$ cat config.mk
export PLATFORM = sky130hd
export DESIGN_NAME = pixel_stream_packer_flat
export DESIGN_NICKNAME = d
export VERILOG_FILES = /design/src/rtl/pixel_stream_packer_if.sv /design/src/rtl/pixel_stream_packer.sv /design/src/flat_wrapper.sv
export SDC_FILE = /design/constraint.sdc
export NUM_CORES = 1
export LEC_CHECK = 0
export CORE_UTILIZATION = 35
export CTS_BUF_LIST = sky130_fd_sc_hd__clkbuf_16
export DETAILED_ROUTE_END_ITERATION = 10
export PLACE_DENSITY = 0.62
export SETUP_SLACK_MARGIN = 0.3
export SYNTH_ARGS = -nofsm -noshare
export SYNTH_HDL_FRONTEND = slang
export SYNTH_SLANG_ARGS = --single-unit
$ cat constraint.sdc
create_clock -name clk -period 4.82 [get_ports clk]
set_input_delay 0.964 -clock clk [delete_from_list [all_inputs] [get_ports clk]]
set_output_delay 0.964 -clock clk [all_outputs]
set_load 0.01 [all_outputs]
$ cat src/rtl/pixel_stream_packer_if.sv
// Pixel-in / packed-word-out bus for pixel_stream_packer.
// Handshake: a word transfers on every rising clk edge where word_out_valid && word_out_ready; while valid is high and ready low, word_out and its flags hold steady; valid never waits on ready.
interface pixel_stream_packer_if #(
  parameter int PIX_W      = 8,
  parameter int PACK       = 4,
  parameter int FIFO_DEPTH = 16
);
  localparam int WORD_W = PIX_W * PACK;
  localparam int LVL_W  = $clog2(FIFO_DEPTH) + 1;

  logic [PIX_W-1:0]  pixel_in;
  logic              pixel_in_valid;
  logic [WORD_W-1:0] word_out;
  logic              word_out_valid;
  logic              word_out_ready;
  logic              word_out_sof;
  logic              word_out_eol;
  logic              word_out_eof;
  logic              frame_done;
  logic              overflow;
  logic [LVL_W-1:0]  fifo_level;

  modport master (
    input  pixel_in, pixel_in_valid, word_out_ready,
    output word_out, word_out_valid, word_out_sof, word_out_eol, word_out_eof,
    output frame_done, overflow, fifo_level
  );

  modport slave (
    output pixel_in, pixel_in_valid, word_out_ready,
    input  word_out, word_out_valid, word_out_sof, word_out_eol, word_out_eof,
    input  frame_done, overflow, fifo_level
  );
endinterface

$ cat src/rtl/pixel_stream_packer.sv
// Packs raster pixels into words, tags them with frame/line flags and buffers them in a
// first-word-fall-through FIFO; words arriving at a full FIFO are dropped and flagged.
module pixel_stream_packer #(
  parameter int IMG_WIDTH  = 512,
  parameter int IMG_HEIGHT = 512,
  parameter int PIX_W      = 8,
  parameter int PACK       = 4,
  parameter int FIFO_DEPTH = 16
) (
  input  logic clk,
  input  logic rstN,
  pixel_stream_packer_if.master bus
);
  localparam int WORD_W = PIX_W * PACK;
  localparam int ENT_W  = WORD_W + 3;
  localparam int COLS   = IMG_WIDTH / PACK;
  localparam int PTR_W  = $clog2(FIFO_DEPTH);
  localparam int LVL_W  = PTR_W + 1;
  localparam int CNT_W  = (PACK > 1) ? $clog2(PACK) : 1;
  localparam int COL_W  = (COLS > 1) ? $clog2(COLS) : 1;
  localparam int ROW_W  = (IMG_HEIGHT > 1) ? $clog2(IMG_HEIGHT) : 1;

  logic [ENT_W-1:0]  mem_q [FIFO_DEPTH];
  logic [PTR_W-1:0]  wr_ptr_q, rd_ptr_q;
  logic [LVL_W-1:0]  level_q, level_d;
  logic [CNT_W-1:0]  cnt_q;
  logic [WORD_W-1:0] pack_q, word_d;
  logic [COL_W-1:0]  col_q;
  logic [ROW_W-1:0]  row_q;
  logic              overflow_q, frame_done_q;
  logic              push, pop, accept, full, empty, last_col, last_row;
  logic              sof_d, eol_d, eof_d;
  logic [ENT_W-1:0]  head;

  always_comb begin
    empty    = (level_q == '0);
    full     = (level_q == LVL_W'(FIFO_DEPTH));
    push     = bus.pixel_in_valid && (cnt_q == CNT_W'(PACK - 1));
    pop      = !empty && bus.word_out_ready;
    // A full FIFO still takes the new word when the head leaves on the same edge.
    accept   = push && (!full || pop);
    last_col = (col_q == COL_W'(COLS - 1));
    last_row = (row_q == ROW_W'(IMG_HEIGHT - 1));
    sof_d    = (col_q == '0) && (row_q == '0);
    eol_d    = last_col;
    eof_d    = last_col && last_row;
    word_d   = pack_q;
    word_d[(PACK-1)*PIX_W +: PIX_W] = bus.pixel_in;
    level_d  = level_q;
    if (accept && !pop) begin
      level_d = level_q + LVL_W'(1);
    end else if (!accept && pop) begin
      level_d = level_q - LVL_W'(1);
    end
    head = mem_q[rd_ptr_q];
  end

  always_ff @(posedge clk) begin
    if (!rstN && accept) begin
      mem_q[wr_ptr_q] <= {eof_d, eol_d, sof_d, word_d};
    end
  end

  always_ff @(posedge clk) begin
    if (rstN) begin
      wr_ptr_q     <= '0;
      rd_ptr_q     <= '0;
      level_q      <= '0;
      cnt_q        <= '0;
      pack_q       <= '0;
      col_q        <= '0;
      row_q        <= '0;
      overflow_q   <= 1'b0;
      frame_done_q <= 1'b0;
    end else begin
      if (bus.pixel_in_valid) begin
        cnt_q <= push ? '0 : cnt_q + CNT_W'(1);
        pack_q[cnt_q*PIX_W +: PIX_W] <= bus.pixel_in;
      end
      // Framing advances even for dropped words so later flags stay aligned to the raster.
      if (push) begin
        if (last_col) begin
          col_q <= '0;
          row_q <= last_row ? '0 : row_q + ROW_W'(1);
        end else begin
          col_q <= col_q + COL_W'(1);
        end
      end
      if (accept) begin
        wr_ptr_q <= wr_ptr_q + PTR_W'(1);
      end
      if (push && !accept) begin
        overflow_q <= 1'b1;
      end
      if (pop) begin
        rd_ptr_q <= rd_ptr_q + PTR_W'(1);
      end
      level_q      <= level_d;
      frame_done_q <= pop && head[ENT_W-1];
    end
  end

  // Head contents are masked when empty so stale storage never shows after reset.
  assign bus.word_out       = empty ? '0 : head[WORD_W-1:0];
  assign bus.word_out_valid = !empty;
  assign bus.word_out_sof   = !empty && head[WORD_W];
  assign bus.word_out_eol   = !empty && head[WORD_W+1];
  assign bus.word_out_eof   = !empty && head[WORD_W+2];
  assign bus.frame_done     = frame_done_q;
  assign bus.overflow       = overflow_q;
  assign bus.fifo_level     = level_q;
endmodule

$ cat src/flat_wrapper.sv
// flat-port wrapper written by rule: the top's interface ports become plain ports
module pixel_stream_packer_flat 
#(
  parameter int IMG_WIDTH  = 512,
  parameter int IMG_HEIGHT = 512,
  parameter int PIX_W      = 8,
  parameter int PACK       = 4,
  parameter int FIFO_DEPTH = 16
)
  (clk, rstN, bus_pixel_in, bus_pixel_in_valid, bus_word_out_ready, bus_word_out, bus_word_out_valid, bus_word_out_sof, bus_word_out_eol, bus_word_out_eof, bus_frame_done, bus_overflow, bus_fifo_level);
  pixel_stream_packer_if #(.PIX_W(PIX_W), .PACK(PACK), .FIFO_DEPTH(FIFO_DEPTH)) bus_i ();
  input  logic clk;
  input  logic rstN;
  input wire logic [$bits(bus_i.pixel_in)-1:0] bus_pixel_in;
  input wire logic [$bits(bus_i.pixel_in_valid)-1:0] bus_pixel_in_valid;
  input wire logic [$bits(bus_i.word_out_ready)-1:0] bus_word_out_ready;
  output wire logic [$bits(bus_i.word_out)-1:0] bus_word_out;
  output wire logic [$bits(bus_i.word_out_valid)-1:0] bus_word_out_valid;
  output wire logic [$bits(bus_i.word_out_sof)-1:0] bus_word_out_sof;
  output wire logic [$bits(bus_i.word_out_eol)-1:0] bus_word_out_eol;
  output wire logic [$bits(bus_i.word_out_eof)-1:0] bus_word_out_eof;
  output wire logic [$bits(bus_i.frame_done)-1:0] bus_frame_done;
  output wire logic [$bits(bus_i.overflow)-1:0] bus_overflow;
  output wire logic [$bits(bus_i.fifo_level)-1:0] bus_fifo_level;
  assign bus_i.pixel_in = bus_pixel_in;
  assign bus_i.pixel_in_valid = bus_pixel_in_valid;
  assign bus_i.word_out_ready = bus_word_out_ready;
  assign bus_word_out = bus_i.word_out;
  assign bus_word_out_valid = bus_i.word_out_valid;
  assign bus_word_out_sof = bus_i.word_out_sof;
  assign bus_word_out_eol = bus_i.word_out_eol;
  assign bus_word_out_eof = bus_i.word_out_eof;
  assign bus_frame_done = bus_i.frame_done;
  assign bus_overflow = bus_i.overflow;
  assign bus_fifo_level = bus_i.fifo_level;
  pixel_stream_packer #(.IMG_WIDTH(IMG_WIDTH), .IMG_HEIGHT(IMG_HEIGHT), .PIX_W(PIX_W), .PACK(PACK), .FIFO_DEPTH(FIFO_DEPTH)) u_core (.clk(clk), .rstN(rstN), .bus(bus_i));
endmodule
== Word-level counts from Yosys, hierarchy flattened ==
Memories as Yosys holds them, arrays and structs flattened. A register that Yosys moved wholly into a read port is not among the register bits.
Index checks and enable logic that the tools add are counted.
Cells by class
  $add $sub $neg: 8
  reductions and logical operators: 24
  shift-type cells: 2
  eq/ne operators: 4
  mux-type cells: 11
Operators by type and width (count)
  $neg A5 Y34: 1
  $shift A8 B34 Y32 const A: 1
  $shiftx A8 B34 Y32: 1
  $bwmux W32: 1
  $mux W32: 1
  $logic_and A1 B1 Y1: 13
  $mux W5: 2
  $add A9 B1 Y9 const B: 1
  $eq A9 B9 Y1 const B: 1
  $logic_not A9 Y1: 1
  $mux W9: 1
  $add A4 B1 Y4 const B: 2
  $mux W4: 2
  $add A7 B1 Y7 const B: 1
  $eq A7 B7 Y1 const B: 1
  $logic_not A7 Y1: 1
  $mux W7: 1
  $add A5 B1 Y5 const B: 1
  $eq A5 B5 Y1 const B: 1
  $logic_not A1 Y1: 5
  $logic_not A5 Y1: 1
  $sub A5 B1 Y5 const B: 1
  $add A2 B1 Y2 const B: 1
  $eq A2 B2 Y1 const B: 1
  5 further kinds: 6
Word-level totals
  memory bits (writable): 560
  register bits after elaboration: 65
  output and inout port bits: 43
  memories: 1
Memories
  u_core.mem_q: depth 16, bits a word 35, rd ports 1, clocked after memory_dff 1, wr ports 1, RTL line pixel_stream_packer.sv:23  | logic [ENT_W-1:0] mem_q [FIFO_DEPTH];

== Longest topological paths before layout ==
  word-level depth: 9
  mapped depth: 10
  depth with buffers taken out: 10

== Worst setup path before layout ==
No wires, ideal clock.
  kind: input to register
  from: input port bus_pixel_in_valid
  to: memory u_core.mem_q[0][0] in the netlist's numbering (enable)
  path slack: 94 ps
  arrival time: 4255 ps
  required time: 4349 ps
  cell stages on the path: 5
  setup time: 471 ps
  path through: buf_2 -> nand2_1 -> a211oi_1 -> nand2_1 -> nor3_1
Between the ends
  longest elaborated chain between the ends: 5
Ends and longest elaborated chain
  from (decl): RTL line flat_wrapper.sv:15  | input wire logic [$bits(bus_i.pixel_in_valid)-1:0] bus_pixel_in_valid;
  $logic_and A1 B1 Y1: RTL line pixel_stream_packer.sv:38  | push = bus.pixel_in_valid && (cnt_q == CNT_W'(PACK - 1));
  $logic_and A1 B1 Y1: RTL line pixel_stream_packer.sv:41  | accept = push && (!full || pop);
  $logic_and A1 B1 Y1: RTL line pixel_stream_packer.sv:59  | if (!rstN && accept) begin
  $mux W1: RTL line pixel_stream_packer.sv:59
  $mux W1 (not written as such): RTL line pixel_stream_packer.sv:60  | mem_q[wr_ptr_q] <= {eof_d, eol_d, sof_d, word_d};
  to (decl): RTL line pixel_stream_packer.sv:23
No other way between the ends.

== Worst setup path after layout ==
  from: register u_core.level_q[0] (netlist: u_core.bus.fifo_level[0])
  to: output port bus_word_out[31]
Between the ends
  longest elaborated chain between the ends: 2
Ends and longest elaborated chain
  from (decl): RTL line pixel_stream_packer.sv:25  | logic [LVL_W-1:0] level_q, level_d;
  from (signal assigned): RTL line pixel_stream_packer.sv:98  | level_q <= level_d;
  $logic_not A5 Y1: RTL line pixel_stream_packer.sv:36  | empty = (level_q == '0);
  $mux W32: RTL line pixel_stream_packer.sv:104  | assign bus.word_out = empty ? '0 : head[WORD_W-1:0];
  to (decl): RTL line flat_wrapper.sv:17  | output wire logic [$bits(bus_i.word_out)-1:0] bus_word_out;
No other way between the ends.

==> impl_metrics.toml <==
[grt]
grt_remaining_overflow = 0
grt_pass1_vias = 12200
grt_pass1_wl_um = 77000
grt_use_total_pct = 14.7
antenna_found_initial = 2
grt_max_degree = 61

[placement]
gp_congestion = 0.746
port_buffers = 54
dpl.hpwl_um = 28600

[setup_path]
end_kind = "output port"
start_kind = "register"
crit_start = "u_core.bus.fifo_level[0]"
criticalPathCategory = "reg2out"
arrival_ps = 3310
r2r_slack_ps = 1420
cp.required_ps = 3860
critPathMaxStageDelay_ps = 740
slowest_stage = "or4_1"
cp-endpoint = "bus_word_out[31]"
timing.rr.start = "u_core.bus.fifo_level[0]"
r2r_cells = 9
crit_fanout = 34
crit_chain = "or4_1 > nor2_8 > inv_2 > and3_4 > a221o_1 > clkdlybuf4s50_1"
rr_endpoint = "u_core.bus.fifo_level[4]"

[floorplan]
start_util_pct = 35.5
die_y_um = 263
die_x_um = 263
core_mm2 = 0.0674
dieArea_mm2 = 0.0694
num_io_pins = 55
row_count = 95

[logic_synthesis]
yosys.area.top_type = "edfxtp_1"
synth-async-reset-ratio_pct = 0
yosys_warnings = 0
avgSynthCellArea_um2 = 20.2
synth_top_area_share_pct = 70.3
netlist_instances = 1183
yosys-top-cells-count = "560 x edfxtp_1, 138 x mux4_2, 98 x nor2_1"
synthDistinctLibCells = 50
synth_edf_count = 560
synth-seq-cells = 621
synth-main-ff-cell = "edfxtp_1"
synth.area.top_cells = "edfxtp_1 70%, mux4_2 13%, dfxtp_1 5.1%"
synth_most_common_cell = "edfxtp_1"
synthesis.area_mm2 = 0.0239
ys_seq_area_share_pct = 75.4
syn_nets = 1215

[timing]
timing.final.crit_share_pct = 88.6
rsz0062_at_grt = "false"
hold_viol_final = 0
setup-tns-final_ps = 0
fmax_mhz = 234
period_minus_slack_ps = 4270
tightest_slew_ps = 1230
maxSlewViolCount = 0
setup-violations-final = 0
slew_headroom_pct = 17.6
fin_skew_ps = 19.9

[clocking]
cts_resized = 0
cts_buffers = 61
clock_path_buffers = 3
cts_hold_buffers = 0
clock-sinks = 621
clkLatencyLatePin_ps = 630
cts_tree = "done"
cts.clk_slew.worst_paths_ps = 60
postCtsSetupRepairBufs = 0
cts_root_buffer = "clkbuf_16"
htree_levels = 2

[drt]
post_drt_wl_per_cell_um = 22.8
antenna_left = 0
routed_via_density = 5.21
remaining_drc_errors = 0
wl_um = 50200
first_pass_iters = 5
vias = 11500
drtIter0Drc = 869

[pwr]
combPwrFrac_pct = 15.9
p_total_mw = 12.8
p_per_area_mw_per_mm2 = 458
switching_power_mw = 3.09
p_leak_nw = 8.96
clockPowerShare_pct = 37.5
max-vdd-ir-drop_mv = 0.290
internal-power_mw = 9.72
swShare_pct = 24.1
seqPwrFrac_pct = 46.6

[finish]
drive_above_1_share_pct = 22.4
antenna_cells = 0
area_delta_synth_final_pct = 16.9
nets = 1312

[run_status]
outcome = "complete, no violations"

[hold_path]
hold_class = "reg2reg"

[run]
maxCapViolCount = 0
==> layout by cell type (no fill, tap or decap), drive strengths merged, types with 2 or more instances in the layout <==
master and count:
a211oi 4, a21o 2, a21oi 14, a221o 34, a22oi 24, a31oi 3, and2 4, and3 7
buf 43, bufinv 9, clkbuf 61, clkdlybuf4s50 53, clkinv 24, clkinvlp 3, dfxtp 61, edfxtp 560
ha 19, inv 29, mux2i 45, mux4 138, nand2 21, nand2b 2, nand3 5, nand3b 8
nor2 99, nor2b 3, nor3 8, nor4 4, nor4b 5, o211ai 2, o21ai 8, or3 4
or4 3, xnor2 4, xor2 8
==> worst max-delay path, delay by kind of cell, from the launching register on <==
family                 cells  cell delay [ps]
DFF                        1              380
buffers and inverters      2              560
and+or+nand+nor            3             1270
AOI/OAI and AO/OA          1              460
==> flip-flops by register name (all words and copies together) (netlist names), named ones only <==
register	flops
u_core.wr_ptr_q	4
u_core.row_q	9
u_core.col_q	7
u_core.cnt_q	2
u_core.bus.overflow	1
u_core.bus.fifo_level	5
u_core.mem_q	560
u_core.rd_ptr_q	4
u_core.bus.frame_done	1
u_core.pack_q	24
==> how the worst min path moves through the flow <==
stage / startpoint / end / slack (ps) / cells after the start
3_3_place_gp: u_core.row_q[8] / u_core.row_q[8] / 460 / 2
5_1_grt: u_core.row_q[8] / u_core.row_q[8] / 500 / 2
6_report: u_core.row_q[8] / u_core.row_q[8] / 480 / 2
3_5_place_dp: u_core.row_q[8] / u_core.row_q[8] / 480 / 2
4_1_cts: u_core.row_q[8] / u_core.row_q[8] / 480 / 2
2_1_floorplan: u_core.row_q[8] / u_core.row_q[8] / 450 / 2
==> stage by stage <==
| stage | hold WS (ps) | area [um2] | worst slack [ps] | util (%) | cells |
|---|---|---|---|---|---|
| final | 485 | 28000 | 551 | 41.5 | 2205 |
| after global routing | 502 | 28000 | 393 | 41.5 | 2205 |
| after CTS | 484 | 28000 | 493 | 41.5 | 2205 |
| after detailed placement | 475 | 25900 | 758 | 38.5 | 2090 |
| after global placement | 463 | 25900 | 800 | 38.5 | 2090 |
| after floorplan | 450 | 23900 | 1030 | - | 1183 |
==> metal layers <==
layer	wire, um	global-route usage, %	vias to the layer above
met1	22200	19.9	6099
li1	-	-	5066
met5	31	0	-
met2	24600	24.4	255
met3	2390	2.43	75
met4	974	4.05	4
==> area by class of cell <==
class	instances	area (um2)
fill	5742	39400
sequential	621	18000
multi-input combinational	489	5700
clock buffer	61	1530
tap	873	1090
timing repair buffer	96	1040
clock inverter	54	518
inverter	11	41.3
==> power by group through the flow <==
stage	Combinational, mW	Sequential [mW]	Clock (mW)
floorplan	1.30	6.00	0
global placement	2.08	6.09	0
detailed placement	2.09	6.09	0
CTS	2.10	5.98	4.91
global route	2.20	5.98	5.10
finish	2.03	5.97	4.81
==> cells by family (layout without fill, tap and decap cells) <==
logic type,Yosys count,count (layout),share of synthesized area (%)
flip-flops,621,621,75.4
AND/OR/NAND/NOR,176,176,3.57
XOR/XNOR,12,12,0.439
adder cells (fa/ha/maj),20,20,1.08
buffers and inverters,73,222,1.39
AO/OA/AOI/OAI,97,97,3.19
multiplexers,184,184,14.9
Power figures use the tool's default switching activity.
